===== src/rtl/alu_seq.sv =====
// Sequential ALU: single-cycle base integer ops plus iterative multiply/divide behind valid/ready.
// Optional macro ALU_SEQ_FAST_SPECIAL_EN: zero-operand multiply, divide-by-zero and signed overflow finish at accept.
module alu_seq #(
  parameter int WIDTH   = 32,
  parameter int SHAMT_W = $clog2(WIDTH)
) (
  input  logic             clk,
  input  logic             rst,
  input  logic             flush,
  input  logic             in_valid,
  output logic             in_ready,
  input  logic [4:0]       op,
  input  logic [WIDTH-1:0] lhs,
  input  logic [WIDTH-1:0] rhs,
  output logic             out_valid,
  input  logic             out_ready,
  output logic [WIDTH-1:0] out,
  output logic             out_bit0,
  output logic             busy
);

  localparam int CNT_W = $clog2(WIDTH);
  localparam logic [WIDTH-1:0] MIN_VAL = {1'b1, {(WIDTH-1){1'b0}}};
  localparam logic [WIDTH-1:0] ONES    = {WIDTH{1'b1}};
`ifdef ALU_SEQ_FAST_SPECIAL_EN
  localparam bit FAST_SPECIAL = 1'b1;
`else
  localparam bit FAST_SPECIAL = 1'b0;
`endif

  typedef enum logic [1:0] {IDLE, BUSY, DONE} state_t;

  state_t               state_q;
  logic [4:0]           op_q;
  logic [2*WIDTH-1:0]   acc_q, acc_d;
  logic [WIDTH-1:0]     opnd_q;
  logic                 neg_q, neg_rem_q, spec_q;
  logic [WIDTH-1:0]     spec_res_q;
  logic [CNT_W-1:0]     cnt_q;
  logic [WIDTH-1:0]     out_q;
  logic                 out_valid_q, busy_q;

  logic                 accept_s, is_mul_s, is_div_s, is_multi_s;
  logic                 lhs_sgn_s, rhs_sgn_s, sa_s, sb_s, spec_s;
  logic [WIDTH-1:0]     a_mag_s, b_mag_s, spec_res_s, opnd_init_s;
  logic [2*WIDTH-1:0]   acc_init_s, prod_s;
  logic [WIDTH:0]       mul_sum_s, div_cand_s, div_diff_s;
  logic [WIDTH-1:0]     quo_s, rem_s, final_s;

  function automatic logic [WIDTH-1:0] alu_fn(input logic [4:0] o,
                                              input logic [WIDTH-1:0] a,
                                              input logic [WIDTH-1:0] b);
    logic [SHAMT_W-1:0] sh;
    sh = b[SHAMT_W-1:0];
    case (o)
      5'd1:    alu_fn = a + b;
      5'd2:    alu_fn = a - b;
      5'd3:    alu_fn = {{(WIDTH-1){1'b0}}, ($signed(a) < $signed(b))};
      5'd4:    alu_fn = {{(WIDTH-1){1'b0}}, (a < b)};
      5'd5:    alu_fn = a ^ b;
      5'd6:    alu_fn = a | b;
      5'd7:    alu_fn = a & b;
      5'd8:    alu_fn = a << sh;
      5'd9:    alu_fn = a >> sh;
      5'd10:   alu_fn = $signed(a) >>> sh;
      5'd11:   alu_fn = {{(WIDTH-1){1'b0}}, (a == b)};
      default: alu_fn = '0;
    endcase
  endfunction

  assign in_ready  = (state_q == IDLE) || ((state_q == DONE) && out_ready);
  assign accept_s  = in_valid && in_ready;
  assign out       = out_q;
  assign out_valid = out_valid_q;
  assign out_bit0  = out_q[0];
  assign busy      = busy_q;

  // Decode a new op: operand magnitudes, sign flags and architected special-case results.
  always_comb begin
    is_mul_s   = (op >= 5'd12) && (op <= 5'd15);
    is_div_s   = (op >= 5'd16) && (op <= 5'd19);
    is_multi_s = is_mul_s || is_div_s;
    lhs_sgn_s  = (op == 5'd13) || (op == 5'd14) || (op == 5'd16) || (op == 5'd18);
    rhs_sgn_s  = (op == 5'd13) || (op == 5'd16) || (op == 5'd18);
    sa_s       = lhs_sgn_s && lhs[WIDTH-1];
    sb_s       = rhs_sgn_s && rhs[WIDTH-1];
    a_mag_s    = sa_s ? -lhs : lhs;
    b_mag_s    = sb_s ? -rhs : rhs;
    spec_s     = 1'b0;
    spec_res_s = '0;
    if (is_mul_s) begin
      spec_s = (lhs == '0) || (rhs == '0);
    end else if (is_div_s) begin
      // op[1] selects remainder, op[0] selects unsigned
      if (rhs == '0) begin
        spec_s     = 1'b1;
        spec_res_s = op[1] ? lhs : ONES;
      end else if (!op[0] && (lhs == MIN_VAL) && (rhs == ONES)) begin
        spec_s     = 1'b1;
        spec_res_s = op[1] ? '0 : lhs;
      end else begin
        spec_s = 1'b0;
      end
    end else begin
      spec_s = 1'b0;
    end
    acc_init_s  = is_div_s ? {{WIDTH{1'b0}}, a_mag_s} : {{WIDTH{1'b0}}, b_mag_s};
    opnd_init_s = is_div_s ? b_mag_s : a_mag_s;
  end

  // One shift-add or restoring-divide step, plus the sign-corrected result of the last step.
  always_comb begin
    mul_sum_s  = {1'b0, acc_q[2*WIDTH-1:WIDTH]} + (acc_q[0] ? {1'b0, opnd_q} : {(WIDTH+1){1'b0}});
    div_cand_s = {acc_q[2*WIDTH-1:WIDTH], acc_q[WIDTH-1]};
    div_diff_s = div_cand_s - {1'b0, opnd_q};
    if (op_q[4]) begin
      acc_d = div_diff_s[WIDTH] ? {div_cand_s[WIDTH-1:0], acc_q[WIDTH-2:0], 1'b0}
                                : {div_diff_s[WIDTH-1:0], acc_q[WIDTH-2:0], 1'b1};
    end else begin
      acc_d = {mul_sum_s, acc_q[WIDTH-1:1]};
    end
    prod_s = neg_q ? -acc_d : acc_d;
    quo_s  = neg_q ? -acc_d[WIDTH-1:0] : acc_d[WIDTH-1:0];
    rem_s  = neg_rem_q ? -acc_d[2*WIDTH-1:WIDTH] : acc_d[2*WIDTH-1:WIDTH];
    if (spec_q) begin
      final_s = spec_res_q;
    end else begin
      case (op_q)
        5'd12:                final_s = prod_s[WIDTH-1:0];
        5'd13, 5'd14, 5'd15:  final_s = prod_s[2*WIDTH-1:WIDTH];
        5'd16, 5'd17:         final_s = quo_s;
        5'd18, 5'd19:         final_s = rem_s;
        default:              final_s = '0;
      endcase
    end
  end

  // Control FSM with registered result, valid and busy.
  always_ff @(posedge clk) begin
    if (rst || flush) begin
      state_q     <= IDLE;
      out_valid_q <= 1'b0;
      out_q       <= '0;
      busy_q      <= 1'b0;
      cnt_q       <= '0;
      op_q        <= 5'd0;
      acc_q       <= '0;
      opnd_q      <= '0;
      neg_q       <= 1'b0;
      neg_rem_q   <= 1'b0;
      spec_q      <= 1'b0;
      spec_res_q  <= '0;
    end else if (accept_s) begin
      op_q       <= op;
      acc_q      <= acc_init_s;
      opnd_q     <= opnd_init_s;
      neg_q      <= sa_s ^ sb_s;
      neg_rem_q  <= sa_s;
      spec_q     <= spec_s;
      spec_res_q <= spec_res_s;
      cnt_q      <= '0;
      if (is_multi_s && !(FAST_SPECIAL && spec_s)) begin
        state_q     <= BUSY;
        busy_q      <= 1'b1;
        out_valid_q <= 1'b0;
      end else begin
        state_q     <= DONE;
        busy_q      <= 1'b0;
        out_valid_q <= 1'b1;
        out_q       <= is_multi_s ? spec_res_s : alu_fn(op, lhs, rhs);
      end
    end else begin
      case (state_q)
        BUSY: begin
          acc_q <= acc_d;
          if (cnt_q == CNT_W'(WIDTH-1)) begin
            state_q     <= DONE;
            busy_q      <= 1'b0;
            out_valid_q <= 1'b1;
            out_q       <= final_s;
            cnt_q       <= '0;
          end else begin
            cnt_q <= cnt_q + CNT_W'(1);
          end
        end
        DONE: begin
          if (out_ready) begin
            state_q     <= IDLE;
            out_valid_q <= 1'b0;
          end else begin
            state_q <= DONE;
          end
        end
        default: state_q <= IDLE;
      endcase
    end
  end

endmodule


===== config.mk =====
export PLATFORM = sky130hd
export DESIGN_NAME = alu_seq
export DESIGN_NICKNAME = d
export VERILOG_FILES = /design/src/rtl/alu_seq.sv
export SDC_FILE = /design/constraint.sdc
export NUM_CORES = 1
export LEC_CHECK = 0
export CAP_MARGIN = 0
export CORE_MARGIN = 4
export CORE_UTILIZATION = 30
export DETAILED_ROUTE_END_ITERATION = 10
export HOLD_SLACK_MARGIN = 0.02
export PLACE_DENSITY = 0.49
export SYNTH_ARGS = -nofsm -noshare
export SYNTH_HDL_FRONTEND = slang
export SYNTH_SLANG_ARGS = --single-unit

===== constraint.sdc =====
create_clock -name clk -period 5 [get_ports clk]
set_input_delay 0.5 -clock clk [delete_from_list [all_inputs] [get_ports clk]]
set_output_delay 0.5 -clock clk [all_outputs]
set_load 0.01 [all_outputs]

== Word level (Yosys, flattened, before mapping) ==
Cells that the tools add are included.

* Bits in registers: 177
* Bits of input ports: 74

* $add $sub $neg: 10
* $lt $le $gt $ge: 6
* Eq/ne operators: 32
* Shifts and indexed selects: 3
* Muxes and demuxes: 44
* Bitwise logic cells: 4
* Reduce and logical (&&, ||, !) cells: 31

{| class="wikitable"
|+ Operator list
! operator !! count
|-
| 2-to-1 mux 32 bit || 18
|-
| case mux 32 bit (11 select lines) || 1
|-
| 2-to-1 mux 64 bit || 5
|-
| negator 32 bit || 4
|-
| case mux 32 bit (4 select lines) || 1
|-
| equality test 32 bit, second input constant || 2
|-
| zero test 32 bit || 2
|-
| less-than comparator 32 bit || 2
|-
| negator 64 bit || 1
|-
| equality test 5 x 4 -> 1 bit, second input constant || 10
|-
| equality test 5 bit, second input constant || 7
|-
| adder 32 x 32 -> 33 bit || 1
|-
| subtractor 33 x 32 -> 33 bit || 1
|-
| adder 32 bit || 1
|-
| AND 32 bit || 1
|-
| equality test 32 bit || 1
|-
| OR 32 bit || 1
|-
| << shifter 32 x 5 -> 32 bit || 1
|-
| right shift 32 x 5 -> 32 bit || 1
|-
| >>> shifter 32 x 5 -> 32 bit || 1
|-
| subtractor 32 bit || 1
|-
| XOR 32 bit || 1
|-
| equality test 5 x 3 -> 1 bit, second input constant || 4
|-
| 2-to-1 mux 1 bit || 12
|-
| other kinds (26) || 50
|}

== Longest topological paths before layout ==
* Depth after elaboration: 10
* Depth in mapped cells: 27
* Mapped depth without buffers: 23

== Worst setup path before layout ==
Ideal clock, no wire load.

* Path type: register -> register
* Start: register acc_q[31]
* End: register out_q[24] (netlist: out[24])
* Data arrival time: 5.404 ns
* Setup slack: -0.526 ns
* Cell stages (with the launch flop): 28
* Buffers on the path: 4
* Clock period less this slack: 5.526 ns
* Cell sequence: dfxtp_1 inv_1 ha_1 inv_1 fa_1 a211oi_2 o21ai_2 o211ai_2 a21boi_2 or3_1 buf_2 buf_6 buf_4 nand3_1 a21boi_0 ha_1 o21ai_0 nor3_1 nand2_1 or4_1 or3_1 clkbuf_1 nor3_1 nand3_1 o31ai_1 mux2i_1 o31ai_1 a21oi_1

* Cells in the longest elaborated chain, start to end: 10
* Elaborated cells between the ends (all ways): 14
* Those cells by class: 4 x add/sub; 10 x mux

{| class="wikitable"
|+ RTL lines
! what !! RTL line !! text
|-
| from (decl) || 35 || <nowiki>logic [2*WIDTH-1:0] acc_q, acc_d;</nowiki>
|-
| from (signal assigned) || 155 || <nowiki>acc_q <= acc_init_s;</nowiki>
|-
| subtractor 33 x 32 -> 33 bit || 115 || <nowiki>div_diff_s = div_cand_s - {1'b0, opnd_q};</nowiki>
|-
| 2-to-1 mux 64 bit || 117 || <nowiki>acc_d = div_diff_s[WIDTH] ? {div_cand_s[WIDTH-1:0], acc_q[WIDTH-2:0], 1'b0}</nowiki>
|-
| 2-to-1 mux 64 bit (*) || 116 || <nowiki>if (op_q[4]) begin</nowiki>
|-
| negator 64 bit, or another cell as far along || 122 || <nowiki>prod_s = neg_q ? -acc_d : acc_d;</nowiki>
|-
| 2-to-1 mux 64 bit, or another cell as far along || 122 ||
|-
| case mux 32 bit (4 select lines) (*) || 128 || <nowiki>case (op_q)</nowiki>
|-
| 2-to-1 mux 32 bit (*) || 125 || <nowiki>if (spec_q) begin</nowiki>
|-
| 2-to-1 mux 32 bit (*) || 176 || <nowiki>if (cnt_q == CNT_W'(WIDTH-1)) begin</nowiki>
|-
| 2-to-1 mux 32 bit (*) || 173 || <nowiki>case (state_q)</nowiki>
|-
| 2-to-1 mux 32 bit (*) || 153 || <nowiki>end else if (accept_s) begin</nowiki>
|-
| to (signal assigned) || 170 || <nowiki>out_q <= is_multi_s ? spec_res_s : alu_fn(op, lhs, rhs);</nowiki>
|-
| to (signal assigned) || 180 || <nowiki>out_q <= final_s;</nowiki>
|-
| to (decl) || 40 || <nowiki>logic [WIDTH-1:0] out_q;</nowiki>
|}

Every way passes the cells marked *; elsewhere a longest branch is shown, timed or not. The select of a mux whose other input is x is not followed.
A chain may end at the register's enable or synchronous reset.

== Worst setup path after layout ==
* Start: register acc_q[31]
* End: register out_q[28] (netlist: out[28])

The elaborated chain is that of the path after synthesis.

==> summary by stage <==
Final layout
The post-synthesis to final-layout area growth is 21.2%. The net count reported at finish is 4239. Cells fill 36.7% of the core in the end. Fill cells in the final layout number 9049. The finished layout holds 5136 standard cells, fillers aside. The post-route netlist has 14.3% of its cells at a drive strength greater than 1.

Global routing
The overflow left after global routing is 0. The number of antenna violations at the first check in global routing is 1. The number of global-route vias before repair is 28700.

Global routing used 27.8% of the available tracks. The first global-routing pass estimated 190 mm of wire. Entering global routing, the biggest net connects 84 pins.

Detailed routing
For this block, the initial DRC count from the detailed router was 3360. The detail-routed net length per standard cell is 25.1 um. The number of design rule violations left after detail routing is 0. The detail route stage leaves a number of antenna-violating nets equal to 0. Dividing the detail-routed via count by the number of cells gives 5.88. The number of iterations in the first detailed-routing pass is 6. Wires add up to 129 mm. The routed layout has 30200 vias.

Yosys
In this run, distinct cell masters in the synthesized netlist total 102. In this run, synthesis inferred 0 flip-flops with an integrated enable. Synthesis inferred 177 register bits. The total nets after synthesis is about 4000. The largest total area in the synthesized netlist belongs to sky130_fd_sc_hd__dfxtp_1. By instance count, the leading cell after synthesis is sky130_fd_sc_hd__nand2_1. The synthesized area per cell is around 6.8 um^2. In the synthesized netlist the async set-or-reset flop fraction comes to 0%.

The area share of the leading cell type in the synthesized netlist is roughly 14%. In this run the cell area of the synthesized design comes to 25300 um^2. The Yosys step of the flow raised 0 warnings.

The gate count after technology mapping is roughly 3700. By count the netlist is led by 444 x sky130_fd_sc_hd__nand2_1, 436 x sky130_fd_sc_hd__nor2_1, 370 x sky130_fd_sc_hd__a21oi_1, 284 x sky130_fd_sc_hd__o21ai_0, 220 x sky130_fd_sc_hd__clkbuf_1. Among all flip-flop cells after synthesis, the most frequent one is sky130_fd_sc_hd__dfxtp_1. Yosys attributes the largest share of cell area to sky130_fd_sc_hd__dfxtp_1 14%, sky130_fd_sc_hd__ha_1 8.5%, sky130_fd_sc_hd__a21oi_1 7.3%, sky130_fd_sc_hd__nand2_1 6.6%, sky130_fd_sc_hd__nor2_1 6.5%.

For this run, the register share of the synthesized area comes to 14.0%.

Pwr
Summed over all cells, the static leakage comes to 12.1 nW. The worst-case IR drop observed on VDD is 197 uV. The overall power after layout is 5.28 mW. Power spread over the standard cell area amounts to 172 nW/um^2.

Timing
The number of failing setup endpoints in the final timing report is 0. The minimum clock period after layout is 4.98 ns. For the pin with the worst max-slew slack, the measured transition is 1.04 ns.

Setup repair after global routing could not meet its margin everywhere. Adding up every negative setup slack in the final design gives 0 ns. Hold timing on the final database bottoms out at a slack of 0.456 ns. Timing would allow up to 201 MHz. The count of endpoints failing hold in the final timing report is 0. The count of pins over their slew limit is 0. The final clock skew is 0.0132 ns. The worst pin sits at a relative slew slack of 30.8%. The worst path uses 99.7% of the clock period.

Outcome
The run finished with clean final reports.

Setup path
In this run the critical register-to-register path is launched from acc_q[31]$_SDFFE_PP0N_. The combined buffer and inverter count along the critical path is 3. In this design, the stage delay of the slowest critical-path cell is approximately 0.56 ns.

Data on the critical path is required at its endpoint by 5.36 ns. Traced cell by cell, the critical path runs through inv_2, ha_4, inv_2, fa_2, a211oi_4, o21ai_4, o211ai_2, a21boi_4, or3_4, nand3_4, a21boi_4, ha_4, o21ai_2, nor3_2, nand2_1, or4_4, buf_4, or2_4, nor2_4, nor2_2, or4_4, a21oi_2, nor3_1, o221a_1. Measured in cells, the most critical reg-to-reg path has a length of 24. The reg-to-reg endpoint is out[28]$_SDFFE_PP0P_. STA puts the critical path data arrival time at 5.35 ns. In this run the worst path has a maximum fanout of 4. The critical path's top delay family is simple AND/OR/NAND/NOR gates.

The worst setup path is of the reg -> reg kind. In this run the register-to-register setup slack is 0.02 ns. The kind of start point of the critical path is a flop. The slowest stage of the critical path belongs to the cell sky130_fd_sc_hd__or4_4. The endpoint type of the worst setup path is a flop.

Floorplanning
The number of placement rows is 106. The floorplan die area is between 80000 and 90000 um^2. From left edge to right edge, the die measures 298 um. The overall die height is 298 um.

The starting utilization of the core area is approximately 30%. In this run the standard cell core region covers 83700 um^2. The boundary pin count is 110.

Placement
The total half-perimeter wirelength after legalization and detailed placement is roughly 100 mm. Buffers placed on the I/O ports in this run total 109. The final weighted congestion of routability-driven global placement is 1.01.

In this run, placement finished with an instance count of 5098.

Worst hold path
The critical hold path startpoint is spec_res_q[29]$_SDFFE_PP0P_. The worst hold endpoint is spec_res_q[29]$_SDFFE_PP0P_. The worst min-delay path category is reg -> reg. Along the worst hold path, the cell count comes to 2.

CTS
The H-tree generated during clock tree synthesis spans 4 levels. The clock sink count is roughly 180. The number of buffers inserted during clock tree synthesis is 17.

The latest clock arrival within the worst-skew pair is 0.47 ns. The number of hold buffers added after CTS was 0. The root buffer cell chosen for the clock tree is sky130_fd_sc_hd__clkbuf_16. The clock passes through at most 2 buffers. The CTS tree is built. Clock-pin slew was measured on the worst setup and hold paths at 0.07 ns.

Job
The number of max-cap violations is 0.
-- cells by family after synthesis --
group | count (synthesis) | synth area share, %
adders and majority gates | 175 | 8.77
muxes | 148 | 7.70
AOI/OAI and AO/OA | 1285 | 32.9
DFF | 177 | 14.0
buffers and inverters | 431 | 6.56
and+or+nand+nor | 1377 | 24.8
xor gates and xnor gates | 151 | 5.22
-- state kept, by name, summed over array words and instances (netlist names) --
signal      cells
neg_q           1
state_q         2
opnd_q         32
busy            1
neg_rem_q       1
spec_q          1
acc_q          64
cnt_q           5
spec_res_q     32
out_valid       1
op_q            5
out            32
-- worst min-delay path: stages, from the launching register on --
cell	delay (ns)
sky130_fd_sc_hd__dfxtp_1	0.33
sky130_fd_sc_hd__nand2_1	0.04
sky130_fd_sc_hd__o21ai_0	0.06
-- where the power goes --
part / internal [mW] / total (mW) / switching, mW
Clock: 0.694 / 1.34 / 0.642
Combinational: 0.921 / 2.46 / 1.54
Sequential: 1.44 / 1.49 / 0.0443
-- metrics by stage --
stage | instance area [um^2] | setup WS [ns]
CTS | 30500 | 0.00919
finish | 30700 | 0.0151
global route | 30700 | -0.145
global placement | 29900 | -0.158
detailed placement | 29900 | -0.174
floorplan | 25400 | -0.121
-- how the worst max path moves through the flow --
| stage | startpoint | end | slack [ns] | cells after the start |
|---|---|---|---|---|
| final | acc_q[31]$_SDFFE_PP0N_ | out[28]$_SDFFE_PP0P_ | 0.02 | 24 |
| after global placement | acc_q[31]$_SDFFE_PP0N_ | out[28]$_SDFFE_PP0P_ | -0.16 | 24 |
| after global routing | opnd_q[27]$_SDFFE_PP0P_ | out[18]$_SDFFE_PP0P_ | -0.15 | 21 |
| after CTS | acc_q[31]$_SDFFE_PP0N_ | out[28]$_SDFFE_PP0P_ | 0.009 | 24 |
| after detailed placement | acc_q[31]$_SDFFE_PP0N_ | out[28]$_SDFFE_PP0P_ | -0.17 | 24 |
| after floorplan | acc_q[31]$_SDFFE_PP0N_ | out[16]$_SDFFE_PP0P_ | -0.12 | 27 |
-- layout by cell type, fill, tap and decap left out, drive strengths merged, types with 110 or more instances in the layout --
| cell type | n |
|---|---|
| o21ai | 295 |
| a21oi | 374 |
| dfxtp | 177 |
| inv | 152 |
| nor2 | 436 |
| nand3 | 110 |
| xnor2 | 122 |
| nand2 | 445 |
| buf | 401 |
| ha | 171 |
-- metal layers --
layer | GRT usage, % | wire length [um] | share of wire, % | up-vias
met5 | 0 | 0 | 0 | -
met4 | 12.4 | 6550 | 5.1 | 0
met3 | 2.21 | 7520 | 5.8 | 253
met2 | 46.8 | 60100 | 47 | 1249
met1 | 36.3 | 54600 | 42 | 14500
li1 | - | - | - | 14200
-- what timing repair did --
action | 4_1_cts | 5_1_grt
pin swaps | 4 | 14
setup buffers | 3 | 4
resized for setup | 8 | 34
setup endpoints to repair | 11 | 25
endpoints found under the hold margin | 0 | 0
-- area by class of cell --
class	count	area (um^2)	area share, %
Multi-Input combinational cell	3136	20400	66.6
Timing Repair Buffer	506	4180	13.6
Sequential cell	177	3550	11.6
Tap cell	1134	1420	4.62
Inverter	152	571	1.86
Clock buffer	21	450	1.47
Clock inverter	9	85.1	0.277
Antenna cell	1	2.50	0.00816
No activity file was read; power rests on OpenSTA's default activity.
